<file path="src/rtl/bounce_emulator.sv">
// Contact-bounce stimulus source: plays an LFSR burst or a solid glitch
// on a registered pin, then holds the final level for a settle window.
module bounce_emulator #(
   parameter int          SETTLE_CYCLES = 4,
   parameter logic [7:0]  LFSR_SEED     = 8'hA5,
   parameter logic        INIT_LEVEL    = 1'b0
) (
   input  logic       clk,
   input  logic       rst_n,
   input  logic       start,
   input  logic       mode,
   input  logic       level_req,
   input  logic [3:0] bounce_len,
   output logic       noisysignal,
   output logic       busy,
   output logic       done,
   output logic [4:0] toggle_count
);

   // An all-zero seed would lock the LFSR up
   localparam logic [7:0] SEED =
      (LFSR_SEED == 8'h00) ? 8'h01 : LFSR_SEED;
   localparam int SW =
      (SETTLE_CYCLES > 1) ? $clog2(SETTLE_CYCLES) : 1;
   localparam logic [SW-1:0] S_LAST = SW'(SETTLE_CYCLES - 1);

   typedef enum logic [1:0] {
      IDLE,
      BOUNCE,
      SETTLE
   } state_t;

   state_t        r_state;
   logic [7:0]    r_lfsr;
   logic          r_stable;
   logic          r_mode;
   logic [3:0]    r_len;
   logic          r_target;
   logic [3:0]    r_bcnt;
   logic [SW-1:0] r_scnt;
   logic          r_ns;
   logic          r_busy;
   logic          r_done;
   logic [4:0]    r_tc;

   logic w_fb;
   logic w_ns_next;
   logic w_tc_inc;

   assign w_fb = r_lfsr[7] ^ r_lfsr[5] ^ r_lfsr[4] ^ r_lfsr[3];

   always_comb begin
      w_ns_next = r_ns;
      unique case (r_state)
         IDLE:    w_ns_next = r_stable;
         BOUNCE:  w_ns_next = r_mode ? ~r_stable : r_lfsr[0];
         SETTLE:  w_ns_next = r_target;
         default: w_ns_next = r_stable;
      endcase
   end

   assign w_tc_inc = r_busy && (w_ns_next != r_ns);

   always_ff @(posedge clk or negedge rst_n) begin
      if (!rst_n) begin
         r_state  <= IDLE;
         r_lfsr   <= SEED;
         r_stable <= INIT_LEVEL;
         r_mode   <= 1'b0;
         r_len    <= 4'd0;
         r_target <= INIT_LEVEL;
         r_bcnt   <= 4'd0;
         r_scnt   <= '0;
         r_ns     <= INIT_LEVEL;
         r_busy   <= 1'b0;
         r_done   <= 1'b0;
         r_tc     <= 5'd0;
      end else begin
         r_lfsr <= {r_lfsr[6:0], w_fb};
         r_ns   <= w_ns_next;
         r_done <= 1'b0;
         if (w_tc_inc && (r_tc != 5'd31)) begin
            r_tc <= r_tc + 5'd1;
         end
         unique case (r_state)
            IDLE: begin
               if (start) begin
                  r_mode   <= mode;
                  r_len    <= bounce_len;
                  r_target <= mode ? r_stable : level_req;
                  r_tc     <= 5'd0;
                  r_busy   <= 1'b1;
                  r_bcnt   <= 4'd0;
                  r_scnt   <= '0;
                  r_state  <= (bounce_len == 4'd0) ? SETTLE : BOUNCE;
               end
            end
            BOUNCE: begin
               if (r_bcnt == r_len - 4'd1) begin
                  r_bcnt  <= 4'd0;
                  r_state <= SETTLE;
               end else begin
                  r_bcnt <= r_bcnt + 4'd1;
               end
            end
            SETTLE: begin
               if (r_scnt == S_LAST) begin
                  r_scnt   <= '0;
                  r_stable <= r_target;
                  r_busy   <= 1'b0;
                  r_done   <= 1'b1;
                  r_state  <= IDLE;
               end else begin
                  r_scnt <= r_scnt + 1'b1;
               end
            end
            default: begin
               r_state <= IDLE;
               r_busy  <= 1'b0;
            end
         endcase
      end
   end

   assign noisysignal  = r_ns;
   assign busy         = r_busy;
   assign done         = r_done;
   assign toggle_count = r_tc;

endmodule

</file>
<file path="config.mk">
export PLATFORM = sky130hd
export DESIGN_NAME = bounce_emulator
export DESIGN_NICKNAME = d
export VERILOG_FILES = /design/src/rtl/bounce_emulator.sv
export SDC_FILE = /design/constraint.sdc
export NUM_CORES = 1
export LEC_CHECK = 0
export BUFFER_PORTS_ARGS = -buffer_cell sky130_fd_sc_hd__buf_2
export CORE_AREA = 2 2 61 63
export CTS_BUF_LIST = sky130_fd_sc_hd__clkbuf_2
export DETAILED_ROUTE_END_ITERATION = 10
export DIE_AREA = 0 0 63 65
export GPL_TIMING_DRIVEN = 0
export PLACE_DENSITY_LB_ADDON = 0.3
export SYNTH_ARGS = -nofsm -noshare
export SYNTH_HDL_FRONTEND = slang
export SYNTH_SLANG_ARGS = --single-unit
</file>
<file path="constraint.sdc">
create_clock -name clk -period 5.2 [get_ports clk]
set_input_delay 0.26 -clock clk [delete_from_list [all_inputs] [get_ports clk]]
set_output_delay 0.26 -clock clk [all_outputs]
set_load 0.005 [all_outputs]
</file>
==> tab_implementation.tex <==
\begin{tabular}{lr}
\hline
Metric & Value \\
\hline
\multicolumn{2}{l}{\textbf{Power and ir drop}} \\
\quad Maximum VDD drop & 0.0002090 V \\
\quad Switching Share & 38.62\% \\
\quad Part of the power in registers & 42.2\% \\
\quad Power per Cell Area & 503.5 nW/µm² \\
\quad Comb pwr share & 45.1\% \\
\quad Internal Power & 519.7 µW \\
\quad Final Total Pwr & 846.7 µW \\
\quad Leakage & 0.0008445 µW \\
\quad Reported net switching power & 327.0 µW \\
\quad Clk pwr share & 12.7\% \\
\multicolumn{2}{l}{\textbf{Timing}} \\
\quad Final hold violation count & 0 \\
\quad Unrepaired setup endpoints after global routing & no \\
\quad Worst setup skew after layout & 7.241 ps \\
\quad Upper clock frequency limit & 0.4764 GHz \\
\quad Minimum clock period after layout & 2099 ps \\
\quad Worst slew margin relative to its limit & 55.99\% \\
\quad Summed negative setup slack over all endpoints & 0 ps \\
\quad Final max-slew violation count & 0 \\
\quad Period utilization & 40.37\% \\
\quad Count of final setup violators & 0 \\
\quad Transition time at the pin with the least slew margin & 660.2 ps \\
\multicolumn{2}{l}{\textbf{Routing}} \\
\quad Average wire per cell in the routed design & 12.52 µm \\
\quad Overall routed net length & 2.567 mm \\
\quad Length of the first detailed-routing pass in iterations & 3 \\
\quad Via density per instance & 4.898 \\
\quad Number of nets with antenna violations after detailed routing & 0 \\
\quad \# DRC & 0 \\
\quad First DRT Iteration DRCs & 16 \\
\quad Total number of vias & 1004 \\
\multicolumn{2}{l}{\textbf{Floorplanning}} \\
\quad DIE HEIGHT & 65 µm \\
\quad Std-Cell Rows & 22 \\
\quad Number of I/O pins & 17 \\
\quad Area of the placeable core & 3496 µm² \\
\quad Initial cell density of the core & 42.73\% \\
\quad Horizontal extent of the die & 63 µm \\
\quad Die outline area & 4095 µm² \\
\multicolumn{2}{l}{\textbf{Placed design}} \\
\quad Placed instance area & 1634 µm² \\
\quad Final RePlAce weighted congestion & 0.7857 \\
\quad Cell Count Post-Placement & 196 \\
\quad DP HPWL & 2.006 mm \\
\quad Input/output buffers & 16 \\
\multicolumn{2}{l}{\textbf{Clock tree}} \\
\quad CTS H-tree lvls & 2 \\
\quad Clk Latency, worst-skew pair & 340 ps \\
\quad Clock transition at path regs & 140 ps \\
\quad Setup bufs post-CTS & 0 \\
\quad Number of CTS-inserted buffers & 5 \\
\quad Cells resized by post-CTS repair & 0 \\
\quad Library cell used as clock root buffer & clkbuf\_2 \\
\quad Clock Sink Count & 31 \\
\quad CTS tree & done \\
\quad Maximum clock path buffer count & 2 \\
\multicolumn{2}{l}{\textbf{Setup path}} \\
\quad CP Cell Sequence & ha\_1 -> and3\_1 -> ha\_1 -> nand2b\_1 -> nor4\_1 -> nor2\_1 -> mux2i\_1 \\
\quad Critical path's largest stage delay & 450 ps \\
\quad Number of cells on the critical path & 7 \\
\quad CP endpoint kind & register \\
\quad Critical path start-end classification & register to register \\
\quad Data required time at the worst endpoint & 5420 ps \\
\quad Max Fanout on Critical Path & 5 \\
\quad Worst R2R Path Depth & 7 \\
\quad Critical path destination & toggle\_count[1] \\
\quad Startpoint kind of the worst setup timing path & register \\
\quad CP top delay family & simple AND/OR/NAND/NOR gates \\
\quad Sum of buffers and inverters on the critical path & 0 \\
\quad Data arrival time of the worst path & 2320 ps \\
\quad Critical Path Source & toggle\_count[0] \\
\quad R2r setup slk & 3100 ps \\
\quad CP dominant cell by count & ha\_1 \\
\quad Worst R2R End & toggle\_count[1] \\
\quad Source of the worst register-to-register timing path & toggle\_count[0] \\
\quad Slowest cell on crit path & dfrtp\_1 \\
\multicolumn{2}{l}{\textbf{GRT}} \\
\quad Pin count of the biggest net entering global routing & 32 \\
\quad First-pass GRT wire length & 4.319 mm \\
\quad Vias in the first global route & 947 \\
\quad Number of antenna violations at the first check in global routing & 0 \\
\quad Overall track demand over capacity in global routing & 14.20\% \\
\quad Sum of overflow across all layers after global routing & 0 \\
\multicolumn{2}{l}{\textbf{Synthesis}} \\
\quad Mean instance size in the synthesized netlist & 11.32 µm² \\
\quad Asr flop ratio synth & 100.0\% \\
\quad Fraction of the yosys area taken by sequential cells & 52.26\% \\
\quad Mapped Area & 1494 µm² \\
\quad Post-Synthesis Cells & 132 \\
\quad Synthesis-stage register bit count & 31 \\
\quad Number of synthesized flops with an enable pin & 0 \\
\quad Most frequently used flop master after synthesis & dfrtp\_1 \\
\quad Net count of the mapped netlist & 149 \\
\quad Count of yosys warnings during synthesis & 0 \\
\quad Distinct cell type count of the synthesized netlist & 31 \\
\multicolumn{2}{l}{\textbf{Run status}} \\
\quad Run status & complete, no violations \\
\multicolumn{2}{l}{\textbf{Job}} \\
\quad Number of max-cap violations & 0 \\
\multicolumn{2}{l}{\textbf{Cells and area}} \\
\quad Layout Utilization & 48.10\% \\
\quad Area growth from synthesis to final layout & 12.56\% \\
\quad Antenna cells & 0 \\
\quad Final non-filler cell area & 1682 µm² \\
\quad Fraction of layout instances using a drive strength above 1 & 22.29\% \\
\quad Filler cell count in the final layout & 346 \\
\quad Non-Filler Instances & 205 \\
\quad Post-layout net count & 173 \\
\multicolumn{2}{l}{\textbf{Min path}} \\
\quad Worst hold path type & primary input to register \\
\hline
\end{tabular}
## area by class of cell
cell class,count,area (µm²),area share (%)
flip-flops and latches,31,780.7,46.43
multi-input cells,90,671.9,39.96
repair buffers,17,90.09,5.357
well taps,48,60.06,3.571
inverters,9,33.78,2.009
clock buffers,6,30.03,1.786
clock inverters,2,7.507,0.4464
plain buffers,2,7.507,0.4464
## cell usage after synthesis (2+ instances only)
cell,number,area (µm²)
dfrtp_1,27,675.7
nand2_1,13,48.80
inv_1,9,33.78
ha_1,8,100.1
nand2b_1,8,50.05
xnor2_1,8,70.07
nor2_1,7,26.28
mux2i_1,6,60.06
o21ai_0,6,30.03
mux2_2,5,56.30
dfstp_2,4,105.1
and3_1,3,18.77
o21ai_1,3,15.01
a32o_1,2,20.02
clkbuf_1,2,7.510
nor2b_1,2,12.51
nor3_1,2,10.01
nor4_1,2,12.51
o21a_1,2,15.01
o2bb2ai_1,2,17.52
## flip-flops by register name (all words and copies together) (netlist names)
register      cells
r_lfsr            8
toggle_count      5
r_bcnt            4
r_len             4
r_scnt            2
r_state           2
busy              1
done              1
noisysignal       1
r_mode            1
r_stable          1
r_target          1
## layout by cell type, fill, tap and decap left out, types with 3 or more instances in the layout
cell	count
dfstp_2	4
o21ai_0	6
buf_2	16
and3_1	3
mux2_2	5
inv_1	9
dfrtp_1	27
nand2b_1	8
clkbuf_2	6
nand2_1	13
xnor2_1	8
mux2i_1	6
ha_1	8
nor2_1	7
o21ai_1	3
## routing by layer
layer,GRT usage [%],wire [µm],vias up
met2,25.40,1324,15
met1,15.77,1122,482
met5,0,0,-
met3,4.167,81,5
li1,-,-,502
met4,5.833,38,0
## power groups by stage
stage                     clock network, µW  logic, µW  registers [µW]
after floorplan                           0        306             349
after global placement                    0        369             358
after detailed placement                  0        385             363
after CTS                               111        388             358
after global routing                    125        424             367
final                                   107        382             357
## what timing repair did
item,in CTS,in global routing
setup endpoints to repair,0,0
hold buffers,1,0
hold endpoints to repair,27,0
## per-stage QoR
step | worst slack, ps | hold WS (ps)
global placement | 3167 | 330.7
detailed placement | 3127 | 334.5
floorplan | 3308 | -35.59
finish | 3101 | 157.0
CTS | 3115 | 135.0
global route | 2981 | 125.0
## worst min path at each step
stage / start / to / cells past startpoint
5_1_grt: bounce_len[2] / r_len[2] / 2
3_3_place_gp: rst_n / toggle_count[0] / 1
2_1_floorplan: rst_n / busy / 0
6_report: bounce_len[2] / r_len[2] / 2
4_1_cts: bounce_len[2] / r_len[2] / 2
3_5_place_dp: rst_n / toggle_count[0] / 1
## cell families after synthesis
kind of cell             after synthesis  share of synthesized area, %
AO/OA/AOI/OAI                         21                         10.30
adder cells (fa/ha/maj)                8                         6.700
buffers and inverters                 11                         2.764
flip-flops                            31                         52.26
XOR/XNOR                               9                         5.277
AND/OR/NAND/NOR                       39                         13.15
multiplexers                          13                         9.547
Note: power is estimated with default switching activity, not from simulation.
